### src/rtl/sel_seq_pkg.sv
// Shared types and helpers for the select sequencer.
// Holds the mode/state encodings and the single-position step rule
// that both the plain and the skip-mask builds are built from.
package sel_seq_pkg;

    localparam int SEL_W = 3;
    localparam int N_POS = 8;

    localparam logic [SEL_W-1:0] POS_MIN = '0;
    localparam logic [SEL_W-1:0] POS_MAX = SEL_W'(N_POS - 1);

    localparam logic DIR_UP   = 1'b0;
    localparam logic DIR_DOWN = 1'b1;

    typedef enum logic [1:0] {
        MODE_UP       = 2'b00,
        MODE_DOWN     = 2'b01,
        MODE_PINGPONG = 2'b10,
        MODE_HOLD     = 2'b11
    } mode_t;

    typedef enum logic [1:0] {
        S_IDLE = 2'b00,
        S_RUN  = 2'b01,
        S_HOLD = 2'b10
    } state_t;

    typedef struct packed {
        logic [SEL_W-1:0] pos;
        logic             dir;
        logic             wrap;
    } step_t;

    // One position move in the given mode; wrap flags a 7/0 crossing or a
    // ping-pong reversal. Ping-pong bounces off the end instead of repeating it.
    function automatic step_t step_once(input logic [SEL_W-1:0] pos,
                                        input logic dir,
                                        input mode_t mode);
        step_t r;
        r.pos  = pos;
        r.dir  = dir;
        r.wrap = 1'b0;
        case (mode)
            MODE_UP: begin
                r.pos  = pos + 1'b1;
                r.wrap = (pos == POS_MAX);
            end
            MODE_DOWN: begin
                r.pos  = pos - 1'b1;
                r.wrap = (pos == POS_MIN);
            end
            MODE_PINGPONG: begin
                if (dir == DIR_UP) begin
                    if (pos == POS_MAX) begin
                        r.pos  = POS_MAX - 1'b1;
                        r.dir  = DIR_DOWN;
                        r.wrap = 1'b1;
                    end else begin
                        r.pos = pos + 1'b1;
                    end
                end else begin
                    if (pos == POS_MIN) begin
                        r.pos  = POS_MIN + 1'b1;
                        r.dir  = DIR_UP;
                        r.wrap = 1'b1;
                    end else begin
                        r.pos = pos - 1'b1;
                    end
                end
            end
            default: ;
        endcase
        return r;
    endfunction

endpackage

### src/rtl/sel_seq_prescaler.sv
// Dwell prescaler: counts clocks while enabled and flags a tick once the
// count reaches dwell. The >= compare means a dwell lowered below the
// current count ticks on the very next cycle instead of running to overflow.
module sel_seq_prescaler #(
    parameter int PRESC_W = 16
) (
    input  logic               clk,
    input  logic               rst_n,
    input  logic               en,
    input  logic               clr,
    input  logic [PRESC_W-1:0] dwell,
    output logic               tick
);

    logic [PRESC_W-1:0] cnt;

    assign tick = (cnt >= dwell);

    // Count while enabled, restart on every tick, and zero on clear.
    always_ff @(posedge clk or negedge rst_n) begin
        if (!rst_n) begin
            cnt <= '0;
        end else if (clr) begin
            cnt <= '0;
        end else if (en) begin
            cnt <= tick ? '0 : cnt + 1'b1;
        end
    end

endmodule

### src/rtl/sel_sequencer.sv
// Select sequencer: steps a registered 3-bit select through positions 0..7
// at a programmable dwell rate in up, down, ping-pong or hold mode, with a
// synchronous load that overrides everything.
// Optional feature macro: SEL_SEQ_SKIP_MASK_EN adds skip_mask[7:0]; a step
// then lands on the nearest unmasked position in the direction of travel.
module sel_sequencer
    import sel_seq_pkg::*;
#(
    parameter int PRESC_W = 16
) (
    input  logic               clk,
    input  logic               rst_n,
    input  logic               en,
    input  logic [1:0]         mode,
    input  logic [PRESC_W-1:0] dwell,
    input  logic               load,
    input  logic [SEL_W-1:0]   load_val,
`ifdef SEL_SEQ_SKIP_MASK_EN
    input  logic [N_POS-1:0]   skip_mask,
`endif
    output logic               sel1,
    output logic               sel2,
    output logic               sel3,
    output logic               step_pulse,
    output logic               wrap
);

    state_t           state;
    state_t           state_next;
    mode_t            mode_e;
    logic [SEL_W-1:0] pos;
    logic             dir;
    logic             tick;
    logic             do_step;
    logic             can_step;
    step_t            next_step;

    assign mode_e = mode_t'(mode);
    assign {sel1, sel2, sel3} = pos;

    // The prescaler only runs while en is high; a load restarts the dwell.
    sel_seq_prescaler #(.PRESC_W(PRESC_W)) u_presc (
        .clk   (clk),
        .rst_n (rst_n),
        .en    (en),
        .clr   (!en || load),
        .dwell (dwell),
        .tick  (tick)
    );

    // Next-state logic: en gates activity, mode 11 parks in HOLD.
    always_comb begin
        state_next = state;
        case (state)
            S_IDLE: begin
                if (en) state_next = (mode_e == MODE_HOLD) ? S_HOLD : S_RUN;
            end
            S_RUN: begin
                if (!en)                     state_next = S_IDLE;
                else if (mode_e == MODE_HOLD) state_next = S_HOLD;
            end
            S_HOLD: begin
                if (!en)                     state_next = S_IDLE;
                else if (mode_e != MODE_HOLD) state_next = S_RUN;
            end
            default: state_next = S_IDLE;
        endcase
    end

`ifdef SEL_SEQ_SKIP_MASK_EN
    logic [SEL_W-1:0] cand;
    logic             cand_dir;
    logic             crossed;
    logic             found;
    step_t            s1;

    // Walk up to seven single steps and stop at the first unmasked position;
    // wrap accumulates over the whole path so a skipped-over 7/0 still counts.
    always_comb begin
        cand           = pos;
        cand_dir       = dir;
        crossed        = 1'b0;
        found          = 1'b0;
        s1             = '0;
        next_step.pos  = pos;
        next_step.dir  = dir;
        next_step.wrap = 1'b0;
        for (int i = 0; i < N_POS - 1; i++) begin
            if (!found) begin
                s1       = step_once(cand, cand_dir, mode_e);
                cand     = s1.pos;
                cand_dir = s1.dir;
                crossed  = crossed | s1.wrap;
                if (!skip_mask[cand]) begin
                    found          = 1'b1;
                    next_step.pos  = cand;
                    next_step.dir  = cand_dir;
                    next_step.wrap = crossed;
                end
            end
        end
        can_step = found;
    end
`else
    // Every position is visited, so the next position is a single step.
    always_comb begin
        next_step = step_once(pos, dir, mode_e);
        can_step  = 1'b1;
    end
`endif

    // A step happens on a tick only when we are (or are about to be) running;
    // this lets the very first tick out of IDLE step without a lost cycle.
    always_comb begin
        do_step = (state_next == S_RUN) && tick && !load && can_step;
    end

    // State, position, direction and the registered pulses.
    always_ff @(posedge clk or negedge rst_n) begin
        if (!rst_n) begin
            state      <= S_IDLE;
            pos        <= '0;
            dir        <= DIR_UP;
            step_pulse <= 1'b0;
            wrap       <= 1'b0;
        end else begin
            state      <= state_next;
            step_pulse <= do_step;
            wrap       <= do_step && next_step.wrap;
            if (load) begin
                pos <= load_val;
            end else if (do_step) begin
                pos <= next_step.pos;
                dir <= next_step.dir;
            end
        end
    end

endmodule

### config.mk
export PLATFORM = sky130hd
export DESIGN_NAME = sel_sequencer
export DESIGN_NICKNAME = d
export VERILOG_FILES = /design/src/rtl/sel_seq_pkg.sv /design/src/rtl/sel_seq_prescaler.sv /design/src/rtl/sel_sequencer.sv
export SDC_FILE = /design/constraint.sdc
export NUM_CORES = 1
export LEC_CHECK = 0
export ABC_CLOCK_PERIOD_IN_PS = 2230
export BUFFER_PORTS_ARGS = -buffer_cell sky130_fd_sc_hd__buf_2
export CORE_ASPECT_RATIO = 1.75
export CORE_MARGIN = 8
export CORE_UTILIZATION = 40
export CTS_CLUSTER_SIZE = 12
export DETAILED_ROUTE_END_ITERATION = 12
export GPL_TIMING_DRIVEN = 0
export PLACE_DENSITY = 0.61
export REMOVE_ABC_BUFFERS = 1
export SLEW_MARGIN = 20
export SYNTH_ARGS = -nofsm -noshare
export SYNTH_HDL_FRONTEND = slang
export SYNTH_SLANG_ARGS = --single-unit
### constraint.sdc
create_clock -name clk -period 2.23 [get_ports clk]
set_clock_uncertainty 0.05 [all_clocks]
set_input_delay 0.446 -clock clk [delete_from_list [all_inputs] [get_ports clk]]
set_output_delay 0.446 -clock clk [all_outputs]
set_load 0.01 [all_outputs]
==> summary.md, run 1 <==
| Metric | Value |
|---|---|
| Status | `completed` |
| Num ports | `30` |
| Iter 0 DRT Violations | `43` |
| Post-route ant nets | `0` |
| Synth area leaders | `dfrtp_1, ha_1, inv_1, nor2_1, nand2_1` |
| Htree depth | `1` |
| GP Congestion | `0.800` |
| Hold Slack | `113 ps` |
| Routed WL per cell | `13.4 microns` |
| Reg2reg setup slack | `80 ps` |
| Total grt overflow | `0` |
| Post-route DRC | `0` |
| Core Area | `0.00432 sq mm` |
| Sequential share of the synthesized area | `0.343` |
| #FFs+latches synth | `24` |
| Post-DP HPWL | `2910 microns` |
| CP max FO | `8` |
| Post-synth EDFFs | `0` |
| DR pass1 iterations | `5` |
| IO Port Bufs | `29` |
| Routed Wire Length | `3950 microns` |
| DIE AREA | `0.00683 sq mm` |
| Core Rows | `32` |
| Mean post-synth cell area | `8.75 sq um` |
| RSZ-0062 raised after global routing | `yes` |
| Cell taking the most area after synthesis | `dfrtp_1` |
| # diodes | `0` |
| Sw power | `233 uW` |
| Slowest stage cell, crit path | `or3b_4` |
| Number of global-route vias before repair | `1533` |
| Power Dens Cells | `448 mW/mm^2` |
| Slew headroom | `0.632` |
| Clk_lat worst skew | `270 ps` |
| Tightest Pin Transition | `553 ps` |
| Worst vdd ir | `0.351 mV` |
| Critical path arrival | `2290 ps` |
| Startpoint Class | `flip-flop` |
| Clock root buffer master | `clkbuf_8` |
| HP Class | `in2async` |
| Synth cell count leaders | `inv_1, ha_1, dfrtp_1, nor2_1, nand2_1` |
| Max cap viols | `0` |
| Clk buf depth | `2` |
| Layout cells sized above 1 | `0.265` |
| Mapped Cells | `200` |
| Final hold viol count | `0` |
| Clk pwr share | `0.383` |
| CTS Hold Bufs | `0` |
| Ys Warns | `0` |
| Largest net degree at the start of global routing | `25` |
| Leak | `1.13 nW` |
| Post-synth ARST share | `1.00` |
| Post-synth top area share | `0.343` |
| Critical path's largest stage delay | `470 ps` |
| Fin cells | `296` |
| Sw frac | `0.236` |
| Most frequent cell after synthesis | `inv_1` |
| Achievable frequency | `465 MHz` |
| Via Count | `1507` |
| Crit. End Element | `flip-flop` |
| CTS tree | `done` |
| Syn-to-layout area delta | `25.5%` |
| Starting density of the core | `0.405` |
| Placed insts | `277` |
| Fin crit share | `0.964` |
| WS Path Type | `reg2reg` |
| Synth cell types | `33` |
| Met3 WL post-DR | `117 microns` |
| WL met2 | `2230 microns` |
| CTS clk-pin slew, worst paths | `90 ps` |
| Pint | `752 uW` |
| Final worst path period need | `2150 ps` |
| Total Nets Final | `298` |
| Avg Vias per Cell | `5.09` |
| Main flop type after synthesis | `dfrtp_1` |
| Combinational Power Share | `0.157` |
| Total clock sinks | `24` |
| Req. time, crit path | `2370 ps` |
| Worst-path cell chain | `inv_1 > ha_1 > nand2b_4 > a2111o_1 > o2111ai_2 > o211ai_4 > or3b_4 > nor2_1` |
| Die Y | `104 microns` |
| Met1 wire length | `1570 microns` |
| Sequential share of power | `0.460` |
| Fin. max-slew vios | `0` |
| Top layer in use | `met4` |
| CTS buffer count | `3` |
| Initial antenna violation count | `0` |
| Final setup fails | `0` |
| Die X | `66.0 microns` |
| First-pass GRT wire length | `6470 microns` |
| Post-Syn Area | `0.00175 sq mm` |
| Gr usage total | `0.117` |
==> worst max-delay path: cells and delay by family (launching register included) <==
family	cells	cell delay (ps)
adders and majority gates	1	260
and+or+nand+nor	3	720
buffers and inverters	1	50
AOI/OAI and AO/OA	3	610
DFF	1	380
==> final cells by class <==
type	count	area, sq um
clock inverters	1	30.0
fillers	421	2130
flip-flops and latches	24	602
clock buffers	3	41.3
repair buffers	43	254
well taps	51	63.8
multi-input cells	146	1100
inverters	28	105
==> through the flow <==
stage / util / setup slack, ps / setup TNS, ps / power (mW) / instance area, sq um
2_1_floorplan: - / -120 / -1890 / 0.545 / 1720
3_3_place_gp: 0.447 / -530 / -9000 / 0.601 / 1930
3_5_place_dp: 0.447 / -579 / -9650 / 0.603 / 1930
4_1_cts: 0.475 / -8.86 / -49.2 / 0.994 / 2050
5_1_grt: 0.508 / -4.71 / -4.71 / 1.04 / 2200
6_report: 0.508 / 80.6 / 0 / 0.984 / 2200
==> sequential cells by signal, summed over array words and instances (netlist names) <==
register	flops
pos	3
step_pulse	1
dir	1
state	2
wrap	1
u_presc.cnt	16
==> per-layer routing <==
metal,GRT usage,vias to the layer above
met3,0.0173,2
met1,0.115,708
met4,0.0415,0
met2,0.228,28
met5,0,-
li1,-,769
==> power groups by stage <==
stage	clock (mW)	combinational (mW)	sequential (mW)
6_report	0.377	0.154	0.453
2_1_floorplan	0	0.0828	0.462
3_3_place_gp	0	0.139	0.462
3_5_place_dp	0	0.141	0.462
5_1_grt	0.408	0.176	0.454
4_1_cts	0.392	0.150	0.453
==> cell families (layout without fill, tap and decap cells) <==
group                    after synthesis  count (layout)  synth area share
AO/OA/AOI/OAI                         35              35             0.133
XOR/XNOR                              14              14            0.0701
adder cells (fa/ha/maj)               27              27             0.193
buffers and inverters                 31              75            0.0758
flip-flops                            24              24             0.343
AND/OR/NAND/NOR                       69              70             0.185
==> final timing paths <==
kind                                 from         endpoint  cells after the start
setup / recovery           u_presc.cnt[0]  u_presc.cnt[15]                      8
hold / removal                      rst_n   u_presc.cnt[8]                      1
setup reg to reg           u_presc.cnt[0]  u_presc.cnt[15]                      8
hold reg to reg                  state[1]         state[0]                      3
max in group asynchronous           rst_n  u_presc.cnt[11]                      1
min in group clk              load_val[0]           pos[0]                      3
==> what timing repair did <==
action,CTS,global route
setup endpoints to repair,21,20
pin swaps,13,8
resized for setup,7,9
hold endpoints to repair,0,0
buffers inserted,2,12
gates cloned,1,0
==> cell usage in the layout, fill, tap and decap left out, drive strengths merged, types with 2 or more instances in the layout <==
master  Yosys  routed
nor3b       2       2
o31ai       2       2
buf         3      43
or3b        1       2
nand3       5       5
xor2        8       8
nor3        3       3
a211oi      3       3
a21oi      12      12
nand2      20      20
ha         27      27
xnor2       6       6
o31a        2       2
inv        28      28
nand2b      3       3
nand4       4       4
dfrtp      24      24
o21ai       8       8
and3        4       4
nor2       25      25
clkbuf      0       3
Power figures use the tool's default switching activity.
==> inputs of run 2 (changes only) <==
--- a/config.mk
+++ b/config.mk
@@ -13,7 +13,6 @@
 export CTS_CLUSTER_SIZE = 12
 export DETAILED_ROUTE_END_ITERATION = 12
 export GPL_TIMING_DRIVEN = 0
-export PLACE_DENSITY = 0.61
 export REMOVE_ABC_BUFFERS = 1
 export SLEW_MARGIN = 20
 export SYNTH_ARGS = -nofsm -noshare
==> summary.md, run 2 (synthesized netlist as in run 1, its figures left out) <==
| Metric | Value |
|---|---|
| Status | `completed` |
| Clk buf depth | `2` |
| Clk_lat worst skew | `260 ps` |
| Die X | `66.0 microns` |
| Pint | `634 uW` |
| Startpoint Class | `flip-flop` |
| HP Class | `in2async` |
| Post-DP HPWL | `2960 microns` |
| Sum Neg Setup Slack | `0 ps` |
| Slew headroom | `0.639` |
| Total grt overflow | `0` |
| Met3 usage | `0.0162` |
| DR pass1 iterations | `4` |
| Sequential share of power | `0.529` |
| Syn-to-layout area delta | `21.7%` |
| Routed WL per cell | `13.5 microns` |
| Core Rows | `32` |
| Avg Vias per Cell | `5.05` |
| Via Count | `1476` |
| Post-route DRC | `0` |
| Iter 0 DRT Violations | `31` |
| CTS Hold Bufs | `0` |
| GP Congestion | `0.786` |
| Met1 Use GR | `0.116` |
| Gr busiest metal | `met2` |
| Gr usage total | `0.119` |
| Commonest cells after routing, fill and taps aside | `buf_2, inv_1, ha_1, dfrtp_1, nand2_1` |
| Power Dens Cells | `402 mW/mm^2` |
| Layout cells sized above 1 | `0.257` |
| Total clock sinks | `24` |
| Final Core Density | `0.492` |
| Worst vdd ir | `0.300 mV` |
| Fin. max-slew vios | `0` |
| Critical path arrival | `2310 ps` |
| Largest register by flop count | `u_presc.cnt` |
| Commonest non-fill, non-tap cell in the layout | `buf_2` |
| Clk pwr share | `0.288` |
| WS Path Type | `reg2reg` |
| Starting density of the core | `0.405` |
| Sw frac | `0.261` |
| RSZ-0062 raised after global routing | `yes` |
| Cell area after layout | `0.00213 sq mm` |
| CP max FO | `8` |
| Routed Wire Length | `3930 microns` |
| Crit. End Element | `flip-flop` |
| Req. time, crit path | `2370 ps` |
| DP Area | `0.00193 sq mm` |
| Htree depth | `1` |
| Achievable frequency | `462 MHz` |
| CTS clk-pin slew, worst paths | `80 ps` |
| Max reg flops | `16` |
| # diodes | `0` |
| First-pass GRT wire length | `6670 microns` |
| Post-route ant nets | `0` |
| Tightest Pin Transition | `542 ps` |
| Grt met2 use | `0.226` |
| Number of global-route vias before repair | `1580` |
| Combinational Power Share | `0.183` |
| Initial antenna violation count | `0` |
| Final hold viol count | `0` |
| Leak | `1.11 nW` |
| Final setup fails | `0` |
| Sw power | `223 uW` |
| Fin crit share | `0.970` |
| Largest net degree at the start of global routing | `25` |
| Regs by FF count | `u_presc.cnt x16, pos x3, state x2` |
| IO Port Bufs | `29` |
| CTS tree | `done` |
| Max cap viols | `0` |
| Num ports | `30` |
| Die Y | `104 microns` |
| DIE AREA | `0.00683 sq mm` |
| Overall Power | `857 uW` |
| Total Nets Final | `295` |
| Hold Slack | `112 ps` |
| Final worst path period need | `2160 ps` |
| Clock root buffer master | `clkbuf_8` |
| CTS buffer count | `3` |
| Core Area | `0.00432 sq mm` |
-- run 2: cell types whose count changed in the layout (fill, tap and decap cells not counted), sizes merged --
cell / delta
bufinv: -1
buf: -3
-- run 2: final cells by class --
class	count	area, sq um
fill	424	2190
multi-input combinational	146	1090
sequential	24	601
timing repair buffer	40	231
inverter	28	105
tap	51	63.8
clock buffer	3	41.3
-- run 2: worst paths after layout --
kind | from | to | slack [ps] | depth (start not counted)
setup / recovery | u_presc.cnt[0] | u_presc.cnt[13] | 70 | 8
hold / removal | rst_n | pos[1] | 110 | 1
setup reg to reg | u_presc.cnt[0] | u_presc.cnt[13] | 70 | 8
hold reg to reg | state[1] | state[0] | 530 | 3
max in group asynchronous | rst_n | u_presc.cnt[8] | 1660 | 1
min in group clk | load_val[1] | pos[1] | 340 | 3
-- run 2: critical path: stages (launching register included) --
cell	delay (ps)
dfrtp_1	350
inv_1	50
ha_1	260
nand2b_4	130
a2111o_1	370
o2111ai_2	90
o211ai_2	180
or3b_4	490
nor2_1	120
-- run 2: per-stage QoR --
step / setup WS (ps) / instances
finish: 65.8 / 292
global route: -51.0 / 292
CTS: 13.8 / 283
detailed placement: -579 / 277
global placement: -523 / 277
floorplan: -120 / 197
-- run 2: power by group through the flow --
stage	combinational (mW)	sequential, mW	clock, mW
after floorplan	0.0828	0.462	0
after detailed placement	0.142	0.463	0
final	0.157	0.453	0.247
after global placement	0.139	0.463	0
after global routing	0.181	0.455	0.274
after CTS	0.150	0.453	0.256
-- run 2: routing by layer --
| layer | vias to the layer above | part of all wire |
|---|---|---|
| met2 | 31 | 0.55 |
| li1 | 757 | - |
| met1 | 682 | 0.38 |
| met4 | 0 | 0.021 |
| met3 | 6 | 0.039 |
| met5 | - | 0 |
-- run 2: what timing repair did --
item / CTS / global route
setup endpoints to repair: 20 / 20
pin swaps: 6 / 13
gates resized for setup: 6 / 11
gates cloned: 1 / 0
buffers inserted: 2 / 9
